==> src/rtl/jtag_dtm_pkg.sv <==
// Shared definitions for the JTAG debug transport module: TAP encodings,
// IR codes, DMI op / status codes and the DTM version.
package jtag_dtm_pkg;

  typedef enum logic [3:0] {
    TAP_EXIT2_DR   = 4'h0,
    TAP_EXIT1_DR   = 4'h1,
    TAP_SHIFT_DR   = 4'h2,
    TAP_PAUSE_DR   = 4'h3,
    TAP_SELECT_IR  = 4'h4,
    TAP_UPDATE_DR  = 4'h5,
    TAP_CAPTURE_DR = 4'h6,
    TAP_SELECT_DR  = 4'h7,
    TAP_EXIT2_IR   = 4'h8,
    TAP_EXIT1_IR   = 4'h9,
    TAP_SHIFT_IR   = 4'hA,
    TAP_PAUSE_IR   = 4'hB,
    TAP_RUN_IDLE   = 4'hC,
    TAP_UPDATE_IR  = 4'hD,
    TAP_CAPTURE_IR = 4'hE,
    TAP_RESET      = 4'hF
  } tap_state_e;

  typedef enum logic [1:0] {DMI_IDLE, DMI_REQ, DMI_WAIT} dmi_state_e;
  typedef enum logic [1:0] {DR_BYPASS, DR_IDCODE, DR_DTMCS, DR_DMI} dr_sel_e;

  localparam logic [4:0] IR_IDCODE = 5'h01;
  localparam logic [4:0] IR_DTMCS  = 5'h10;
  localparam logic [4:0] IR_DMI    = 5'h11;

  localparam logic [1:0] DMI_OP_NOP   = 2'd0;
  localparam logic [1:0] DMI_OP_READ  = 2'd1;
  localparam logic [1:0] DMI_OP_WRITE = 2'd2;

  localparam logic [1:0] DMISTAT_OK     = 2'd0;
  localparam logic [1:0] DMISTAT_FAILED = 2'd2;
  localparam logic [1:0] DMISTAT_BUSY   = 2'd3;

  localparam logic [3:0] DTM_VERSION = 4'h1;

endpackage

==> src/rtl/jtag_tap_fsm.sv <==
// IEEE 1149.1 TAP controller; state advances on rising TCK.
// state      | meaning
// RESET      | test-logic-reset, IR forced to IDCODE
// RUN_IDLE   | idle between scans
// SELECT_*   | choose DR or IR column
// CAPTURE_*  | parallel load of shift register
// SHIFT_*    | serial shift TDI -> TDO
// EXIT1/2_*  | leave shift / pause
// PAUSE_*    | hold shift register
// UPDATE_*   | commit shifted value
module jtag_tap_fsm
  import jtag_dtm_pkg::*;
(
  input  logic       tck,
  input  logic       rst,
  input  logic       tms,
  output tap_state_e state
);

  tap_state_e state_q, state_d;

  always_ff @(posedge tck or posedge rst) begin
    if (rst) state_q <= TAP_RESET;
    else     state_q <= state_d;
  end

  always_comb begin
    state_d = state_q;
    case (state_q)
      TAP_RESET:      state_d = tms ? TAP_RESET     : TAP_RUN_IDLE;
      TAP_RUN_IDLE:   state_d = tms ? TAP_SELECT_DR : TAP_RUN_IDLE;
      TAP_SELECT_DR:  state_d = tms ? TAP_SELECT_IR : TAP_CAPTURE_DR;
      TAP_CAPTURE_DR: state_d = tms ? TAP_EXIT1_DR  : TAP_SHIFT_DR;
      TAP_SHIFT_DR:   state_d = tms ? TAP_EXIT1_DR  : TAP_SHIFT_DR;
      TAP_EXIT1_DR:   state_d = tms ? TAP_UPDATE_DR : TAP_PAUSE_DR;
      TAP_PAUSE_DR:   state_d = tms ? TAP_EXIT2_DR  : TAP_PAUSE_DR;
      TAP_EXIT2_DR:   state_d = tms ? TAP_UPDATE_DR : TAP_SHIFT_DR;
      TAP_UPDATE_DR:  state_d = tms ? TAP_SELECT_DR : TAP_RUN_IDLE;
      TAP_SELECT_IR:  state_d = tms ? TAP_RESET     : TAP_CAPTURE_IR;
      TAP_CAPTURE_IR: state_d = tms ? TAP_EXIT1_IR  : TAP_SHIFT_IR;
      TAP_SHIFT_IR:   state_d = tms ? TAP_EXIT1_IR  : TAP_SHIFT_IR;
      TAP_EXIT1_IR:   state_d = tms ? TAP_UPDATE_IR : TAP_PAUSE_IR;
      TAP_PAUSE_IR:   state_d = tms ? TAP_EXIT2_IR  : TAP_PAUSE_IR;
      TAP_EXIT2_IR:   state_d = tms ? TAP_UPDATE_IR : TAP_SHIFT_IR;
      TAP_UPDATE_IR:  state_d = tms ? TAP_SELECT_DR : TAP_RUN_IDLE;
      default:        state_d = TAP_RESET;
    endcase
  end

  always_comb state = state_q;

endmodule

==> src/rtl/jtag_dtm.sv <==
// JTAG debug transport module: TAP data registers (IDCODE/DTMCS/DMI/BYPASS)
// and a single-outstanding DMI request engine with response timeout.
// state | meaning
// IDLE  | no transaction outstanding, responses discarded
// REQ   | request presented, waiting for req_ready_i
// WAIT  | request accepted, waiting for response or timeout
module jtag_dtm
  import jtag_dtm_pkg::*;
#(
  parameter int          IR_BITS   = 5,
  parameter int          ABITS     = 7,
  parameter logic [31:0] IDCODE    = 32'h1E200A6F,
  parameter int          IDLE_HINT = 5,
  parameter int          TIMEOUT   = 1023
) (
  input  logic             jtag_TCK,
  input  logic             rst,
  input  logic             jtag_TMS,
  input  logic             jtag_TDI,
  output logic             jtag_TDO,
  output logic             req_valid_o,
  input  logic             req_ready_i,
  output logic [ABITS-1:0] req_addr_o,
  output logic [31:0]      req_data_o,
  output logic [1:0]       req_op_o,
  input  logic             resp_valid_i,
  output logic             resp_ready_o,
  input  logic [31:0]      resp_data_i,
  input  logic [1:0]       resp_op_i,
  output logic             dmi_hardreset_o
);

  localparam int DMI_W  = ABITS + 34;
  localparam int SW     = (DMI_W > IR_BITS) ? DMI_W : IR_BITS;
  localparam int SIDX_W = $clog2(SW);
  localparam int CNT_W  = $clog2(TIMEOUT + 1);

  tap_state_e         tap;
  dr_sel_e            dr_sel;
  dmi_state_e         dmi_q, dmi_d;
  logic [IR_BITS-1:0] ir_q;
  logic [SW-1:0]      shift_q, shift_nxt;
  logic [SIDX_W-1:0]  msb_idx;
  logic [1:0]         dmistat_q, dmistat_d, cap_op;
  logic [ABITS-1:0]   last_addr_q, upd_addr;
  logic [31:0]        last_data_q, upd_data, dtmcs_rd;
  logic [1:0]         upd_op;
  logic [CNT_W-1:0]   cnt_q;
  logic               dtmcs_upd, dmi_upd, dmireset, hardreset, issue, resp_take, tmo_hit;

  jtag_tap_fsm u_tap (.tck(jtag_TCK), .rst(rst), .tms(jtag_TMS), .state(tap));

  always_comb begin
    dr_sel = DR_BYPASS;
    if (ir_q == IR_BITS'(IR_IDCODE))     dr_sel = DR_IDCODE;
    else if (ir_q == IR_BITS'(IR_DTMCS)) dr_sel = DR_DTMCS;
    else if (ir_q == IR_BITS'(IR_DMI))   dr_sel = DR_DMI;
  end

  assign dtmcs_rd  = {14'b0, 3'b0, 3'(IDLE_HINT), dmistat_q, 6'(ABITS), DTM_VERSION};
  assign cap_op    = (dmi_q != DMI_IDLE) ? DMISTAT_BUSY : dmistat_q;
  assign upd_op    = shift_q[1:0];
  assign upd_data  = shift_q[33:2];
  assign upd_addr  = shift_q[ABITS+33:34];
  assign dtmcs_upd = (tap == TAP_UPDATE_DR) && (dr_sel == DR_DTMCS);
  assign dmi_upd   = (tap == TAP_UPDATE_DR) && (dr_sel == DR_DMI);
  assign dmireset  = dtmcs_upd && shift_q[16];
  assign hardreset = dtmcs_upd && shift_q[17];
  assign issue     = dmi_upd && (dmistat_q == DMISTAT_OK) && (dmi_q == DMI_IDLE) &&
                     ((upd_op == DMI_OP_READ) || (upd_op == DMI_OP_WRITE));
  assign resp_take = (dmi_q == DMI_WAIT) && resp_valid_i;
  assign tmo_hit   = (dmi_q == DMI_WAIT) && (cnt_q == CNT_W'(TIMEOUT - 1));

  // TDI always enters at the MSB of whichever register is currently selected
  always_comb begin
    msb_idx = '0;
    if (tap == TAP_SHIFT_IR) msb_idx = SIDX_W'(IR_BITS - 1);
    else begin
      case (dr_sel)
        DR_IDCODE, DR_DTMCS: msb_idx = SIDX_W'(31);
        DR_DMI:              msb_idx = SIDX_W'(DMI_W - 1);
        default:             msb_idx = '0;
      endcase
    end
    shift_nxt          = shift_q >> 1;
    shift_nxt[msb_idx] = jtag_TDI;
  end

  always_ff @(posedge jtag_TCK or posedge rst) begin
    if (rst) shift_q <= '0;
    else begin
      case (tap)
        TAP_CAPTURE_IR:             shift_q <= SW'(2'b01);
        TAP_SHIFT_IR, TAP_SHIFT_DR: shift_q <= shift_nxt;
        TAP_CAPTURE_DR: begin
          case (dr_sel)
            DR_IDCODE: shift_q <= SW'(IDCODE | 32'h1);
            DR_DTMCS:  shift_q <= SW'(dtmcs_rd);
            DR_DMI:    shift_q <= SW'({last_addr_q, last_data_q, cap_op});
            default:   shift_q <= '0;
          endcase
        end
        default: ;
      endcase
    end
  end

  always_ff @(negedge jtag_TCK or posedge rst) begin
    if (rst) begin
      ir_q     <= IR_BITS'(IR_IDCODE);
      jtag_TDO <= 1'b0;
    end else begin
      if (tap == TAP_RESET)          ir_q <= IR_BITS'(IR_IDCODE);
      else if (tap == TAP_UPDATE_IR) ir_q <= shift_q[IR_BITS-1:0];
      jtag_TDO <= ((tap == TAP_SHIFT_IR) || (tap == TAP_SHIFT_DR)) && shift_q[0];
    end
  end

  always_ff @(posedge jtag_TCK or posedge rst) begin
    if (rst) dmi_q <= DMI_IDLE;
    else     dmi_q <= dmi_d;
  end

  always_comb begin
    dmi_d = dmi_q;
    case (dmi_q)
      DMI_IDLE: if (issue) dmi_d = DMI_REQ;
      DMI_REQ:  if (req_ready_i) dmi_d = DMI_WAIT;
      DMI_WAIT: if (resp_valid_i || tmo_hit) dmi_d = DMI_IDLE;
      default:  dmi_d = DMI_IDLE;
    endcase
    if (hardreset) dmi_d = DMI_IDLE;
  end

  always_comb begin
    req_valid_o  = (dmi_q == DMI_REQ);
    resp_ready_o = (dmi_q != DMI_REQ);
  end

  // Error sticks until dmireset/dmihardreset; a clear in the same cycle wins
  always_comb begin
    dmistat_d = dmistat_q;
    if (dmistat_q == DMISTAT_OK) begin
      if ((tap == TAP_CAPTURE_DR) && (dr_sel == DR_DMI) && (dmi_q != DMI_IDLE))
        dmistat_d = DMISTAT_BUSY;
      else if ((resp_take && resp_op_i[1]) || (tmo_hit && !resp_valid_i))
        dmistat_d = DMISTAT_FAILED;
    end
    if (dmireset || hardreset) dmistat_d = DMISTAT_OK;
  end

  always_ff @(posedge jtag_TCK or posedge rst) begin
    if (rst) begin
      dmistat_q       <= DMISTAT_OK;
      dmi_hardreset_o <= 1'b0;
      req_addr_o      <= '0;
      req_data_o      <= '0;
      req_op_o        <= '0;
      last_addr_q     <= '0;
      last_data_q     <= '0;
      cnt_q           <= '0;
    end else begin
      dmistat_q       <= dmistat_d;
      dmi_hardreset_o <= hardreset;
      if (issue) begin
        req_addr_o  <= upd_addr;
        req_data_o  <= upd_data;
        req_op_o    <= upd_op;
        last_addr_q <= upd_addr;
      end
      if (resp_take) last_data_q <= resp_data_i;
      if (dmi_q == DMI_WAIT) cnt_q <= cnt_q + 1'b1;
      else                   cnt_q <= '0;
    end
  end

endmodule

==> config.mk <==
export PLATFORM = sky130hd
export DESIGN_NAME = jtag_dtm
export DESIGN_NICKNAME = d
export VERILOG_FILES = /design/src/rtl/jtag_dtm_pkg.sv /design/src/rtl/jtag_tap_fsm.sv /design/src/rtl/jtag_dtm.sv
export SDC_FILE = /design/constraint.sdc
export NUM_CORES = 1
export LEC_CHECK = 0
export BUFFER_PORTS_ARGS = -buffer_cell sky130_fd_sc_hd__buf_2
export CORE_MARGIN = 4
export CORE_UTILIZATION = 55
export DETAILED_ROUTE_END_ITERATION = 10
export PLACE_DENSITY = 0.77
export SLEW_MARGIN = 0
export SYNTH_ARGS = -nofsm -noshare
export SYNTH_HDL_FRONTEND = slang
export SYNTH_HIERARCHICAL = 1
export SYNTH_SLANG_ARGS = --single-unit
==> constraint.sdc <==
create_clock -name jtag_TCK -period 14.8 [get_ports jtag_TCK]
set_clock_uncertainty 0.2 [all_clocks]
set_input_delay 3.7 -clock jtag_TCK [delete_from_list [all_inputs] [get_ports jtag_TCK]]
set_output_delay 3.7 -clock jtag_TCK [all_outputs]
set_load 0.05 [all_outputs]
### Word-level counts from Yosys, hierarchy flattened

Cells that the tools add are included.
W data, S select, Z words.

| word-level totals | value |
|---|---|
| register bits after elaboration | 139 |
| output and inout port bits | 45 |
| word-level logic and storage cells | 117 |

| operators by class | value |
|---|---|
| add/sub/neg operators | 1 |
| order comparisons | 2 |
| equal/unequal tests | 30 |
| mux-type cells | 36 |
| reduce and logical (&&, ||, !) cells | 36 |

Operators by type and width:

| operator | number |
|---|---|
| $pmux W41 S3 | 2 |
| $pmux W4 S12 | 1 |
| $bwmux W41 | 1 |
| $mux W2 | 18 |
| $eq A4 B4 Y1 const B | 8 |
| $eq A4 B3 Y1 const B | 4 |
| $logic_and A1 B1 Y1 | 15 |
| $mux W3 | 4 |
| $pmux W6 S2 | 1 |
| $add A10 B1 Y10 const B | 1 |
| $eq A10 B10 Y1 const B | 1 |
| $eq A5 B5 Y1 const B | 2 |
| $mux W10 | 1 |
| $mux W5 | 2 |
| $eq A2 B2 Y1 const B | 4 |
| $eq A4 B2 Y1 const B | 2 |
| $reduce_or A2 Y1 | 4 |
| $lt A6 B7 Y1 const B | 1 |
| $demux W1 S6 | 1 |
| $eq A2 B1 Y1 const B | 3 |
| $ge A6 B1 Y1 const B | 1 |
| $mux W6 | 1 |
| $pmux W2 S3 | 1 |
| $reduce_bool A2 Y1 | 3 |
| 16 further kinds | 23 |

### Logic depth before layout (Yosys ltp)

| depth | value |
|---|---|
| depth in word-level cells | 14 |
| mapped depth | 7 |
| gate-level depth less buffers | 6 |

### Hierarchy

The synthesis kept the hierarchy.

By module, submodules not included:

| module | instances | cells each | area each (µm²) | seq. area each (µm²) |
|---|---|---|---|---|
| jtag_dtm | 1 | 524 | 5801.8 | 3379.5 |
| jtag_tap_fsm | 1 | 20 | 201.4 | 105.1 |

==> out/results.ini <==
[worst_setup_path]
critPathBufInv = 1
path_class = reg2out
slowest_stage = dfrtn_1
critPathTopFamily = flip-flops
crit_required_ns = 10.90
cp-end-kind = output pin
cp_cell_sequence = buf_2
reg2regPathDepth = 4
crit_arrival_ns = 8.48
cp_max_fo = 1
timing.rr.start = ir_q[0]
reg2reg_to = req_data_o[25]
max_stage_delay_ns = 0.37
reg2reg_setup_slack_ns = 4.99
start_kind = flip-flop

[finish]
area_growth_pct = 16.8
num-fill-cells = 828
nets = 664
final_cells = 768
drive_above_1_share_pct = 26.4
num_antenna_cells = 0
final_util_pct = 67.0

[die]
pin_count = 85
die_x_um = 112
die_area_mm2 = 0.0127
row_count = 37
core_area_mm2 = 0.0105
die_height_um = 112
initial_utilization_pct = 57.4

[grt]
gr-usage-all-layers_pct = 22.1
grt_pass1_wl_um = 22400
grt_pass1_vias = 4547
antenna_found_initial = 0
grt-ovfl-total = 0
grt_max_degree = 86

[clock_tree]
clk_latency_ns = 0.52
cts_buffer_depth = 2
cts_made_buffers = 17
cts_tree = built
cts_setup_buffers = 0
cts_resized = 0
cts_hold_buf = 0
htree_levels = 4
clkSlewWorstSetupHoldPaths_ns = 0.06
root_buffer = clkbuf_8
cts_sinks = 139

[power_and_ir_drop]
total_leakage_power_nw = 3.54
finalPower_mw = 1.08
powerDensity_mw_per_mm2 = 154
vdd_drop_max_uv = 126

[drt]
drtAntennaViolNets = 0
drc = 0
firstDrtPassIters = 5
drtIter0Drc = 358
dr_wl_met2_um = 6280
wire_per_inst_um = 17.0
dr_wl_met3_um = 747
drt-met1-wl_um = 5810
avgViaCountPerCell = 5.74
via_count = 4405
wl_um = 13100
routed.top_layer = met4

[synthesis]
ys_seq_elements = 139
synth_compound_area_share_pct = 9.44
synthXorXnorAreaFrac_pct = 1.31
ys_warn_count = 6
synth_top_family_by_area = simple AND/OR/NAND/NOR gates
ys.flop_type = dfrtp_1
synthMuxAreaShare_pct = 8.19
avgSynthCellArea_um2 = 11.0
async_flop_share_pct = 100
syn_nets = 586
synth_cell_type_count = 52
synth_edf_count = 0
netlist_area_mm2 = 0.00600
ys_seq_area_share_pct = 58.0
synthSimpleGateAreaFrac_pct = 19.5
synthAdderAreaFrac_pct = 0.417
syn-instance-count = 544

[placed_design]
place_inst = 739
gp_routability_congestion = 0.841
place_hpwl_um = 8260
io_buffers = 83

[min_path]
min_path_type = reg2reg
hold_path.startpoint = last_data_q[2]
whs_path_depth = 2
min_to = last_data_q[2]

[sta]
hold_violations = 0
worst_pin_slew_ns = 1.02
setup_viol = 0
maxSlewViolCount = 0
max_slew_margin_pct = 31.7
setup_tns_ns = 0
grt_setup_unrepaired = false

[outcome]
status = complete, no violations

[run]
maxCapViolCount = 0

## worst max path at each step
stage          depth (start not counted)        to  slack (ns)  startpoint
2_1_floorplan                          1   ir_q[1]        0.04         rst
3_3_place_gp                           2   ir_q[2]        2.62         rst
3_5_place_dp                           2   ir_q[2]        2.60         rst
4_1_cts                                1  jtag_TDO        2.41    jtag_TDO
5_1_grt                                1  jtag_TDO        2.39    jtag_TDO
6_report                               1  jtag_TDO        2.42    jtag_TDO
## stage by stage
stage / instance area, µm² / hold WS, ns / setup slack [ns]
after detailed placement: 6480 / 0.264 / 2.60
after CTS: 7010 / 0.277 / 2.41
after global routing: 7010 / 0.299 / 2.39
after floorplan: 6000 / 0.237 / 0.0399
after global placement: 6480 / 0.257 / 2.62
final: 7010 / 0.276 / 2.42
## flip-flops by register name (all words and copies together), names as in the netlist
register and flops:
req_op_o 2, dmistat_q 2, last_addr_q 7, last_data_q 32, dmi_hardreset_o 1, shift_q 41, dmi_q 2, req_data_o 32
u_tap/state 4, jtag_TDO 1, cnt_q 10, ir_q 5
## synth_stat cells (all sizes together), types with 2 or more instances
| master | number | area [µm²] |
|---|---|---|
| a21oi | 21 | 105 |
| a221o | 23 | 230 |
| a221oi | 2 | 17.5 |
| a22oi | 2 | 15.0 |
| buf | 10 | 80.1 |
| clkbuf | 19 | 71.3 |
| dfrtn | 5 | 125 |
| dfrtp | 129 | 3230 |
| dfstp | 5 | 131 |
| ha | 2 | 25.0 |
| inv | 9 | 33.8 |
| mux2 | 41 | 462 |
| mux2i | 3 | 30.0 |
| nand2 | 115 | 432 |
| nand2b | 10 | 62.6 |
| nand3 | 8 | 45.0 |
| nand3b | 2 | 15.0 |
| nand4 | 2 | 12.5 |
| nor2 | 32 | 120 |
| nor2b | 6 | 45.0 |
| nor3 | 7 | 40.0 |
| nor3b | 35 | 263 |
| nor4 | 3 | 48.8 |
| o211ai | 2 | 15.0 |
| o21ai | 22 | 110 |
| or2 | 2 | 12.5 |
| or3 | 4 | 30.0 |
| xnor2 | 5 | 43.8 |
| xor2 | 4 | 35.0 |
## per-layer routing
| metal | vias to the layer above | track usage, % |
|---|---|---|
| met1 | 2220 | 29.8 |
| met2 | 121 | 34.0 |
| li1 | 2044 | - |
| met3 | 20 | 6.36 |
| met5 | - | 0 |
| met4 | 0 | 8.41 |
## power breakdown
part	total (mW)	switching, mW	internal, mW
Sequential	0.514	0.0763	0.438
Clock	0.383	0.151	0.232
Combinational	0.184	0.110	0.0744
## cells in the final DEF, fill, tap and decap left out, drive strengths merged, types with 2 or more instances in the layout
| cell type | instances |
|---|---|
| nor4 | 3 |
| a22oi | 2 |
| o21ai | 22 |
| nor2b | 6 |
| or2 | 2 |
| nand3b | 2 |
| a221oi | 2 |
| ha | 2 |
| clkinv | 5 |
| nor3 | 7 |
| nand2b | 10 |
| nor3b | 35 |
| mux2 | 41 |
| dfstp | 5 |
| or3 | 4 |
| buf | 88 |
| a21oi | 21 |
| nand4 | 2 |
| clkbuf | 21 |
| a221o | 23 |
| xnor2 | 5 |
| mux2i | 3 |
| nand3 | 8 |
| nand2 | 115 |
| inv | 9 |
| o211ai | 2 |
| dfrtp | 129 |
| nor2 | 32 |
| xor2 | 4 |
| dfrtn | 5 |
| clkinvlp | 2 |
## final cells by class
type | count | area (µm²) | area share, %
multi-input cells | 367 | 2340 | 33.3
flip-flops and latches | 139 | 3480 | 49.7
repair buffers | 88 | 453 | 6.46
well taps | 136 | 170 | 2.43
clock inverters | 9 | 75.1 | 1.07
inverters | 8 | 32.5 | 0.464
clock buffers | 21 | 459 | 6.55
## kinds of logic after synthesis
group,after synthesis
buffers and inverters,38
adder cells (fa/ha/maj),2
flip-flops,139
XOR/XNOR,9
AO/OA/AOI/OAI,81
multiplexers,44
AND/OR/NAND/NOR,231
Note: power is estimated with default switching activity, not from simulation.
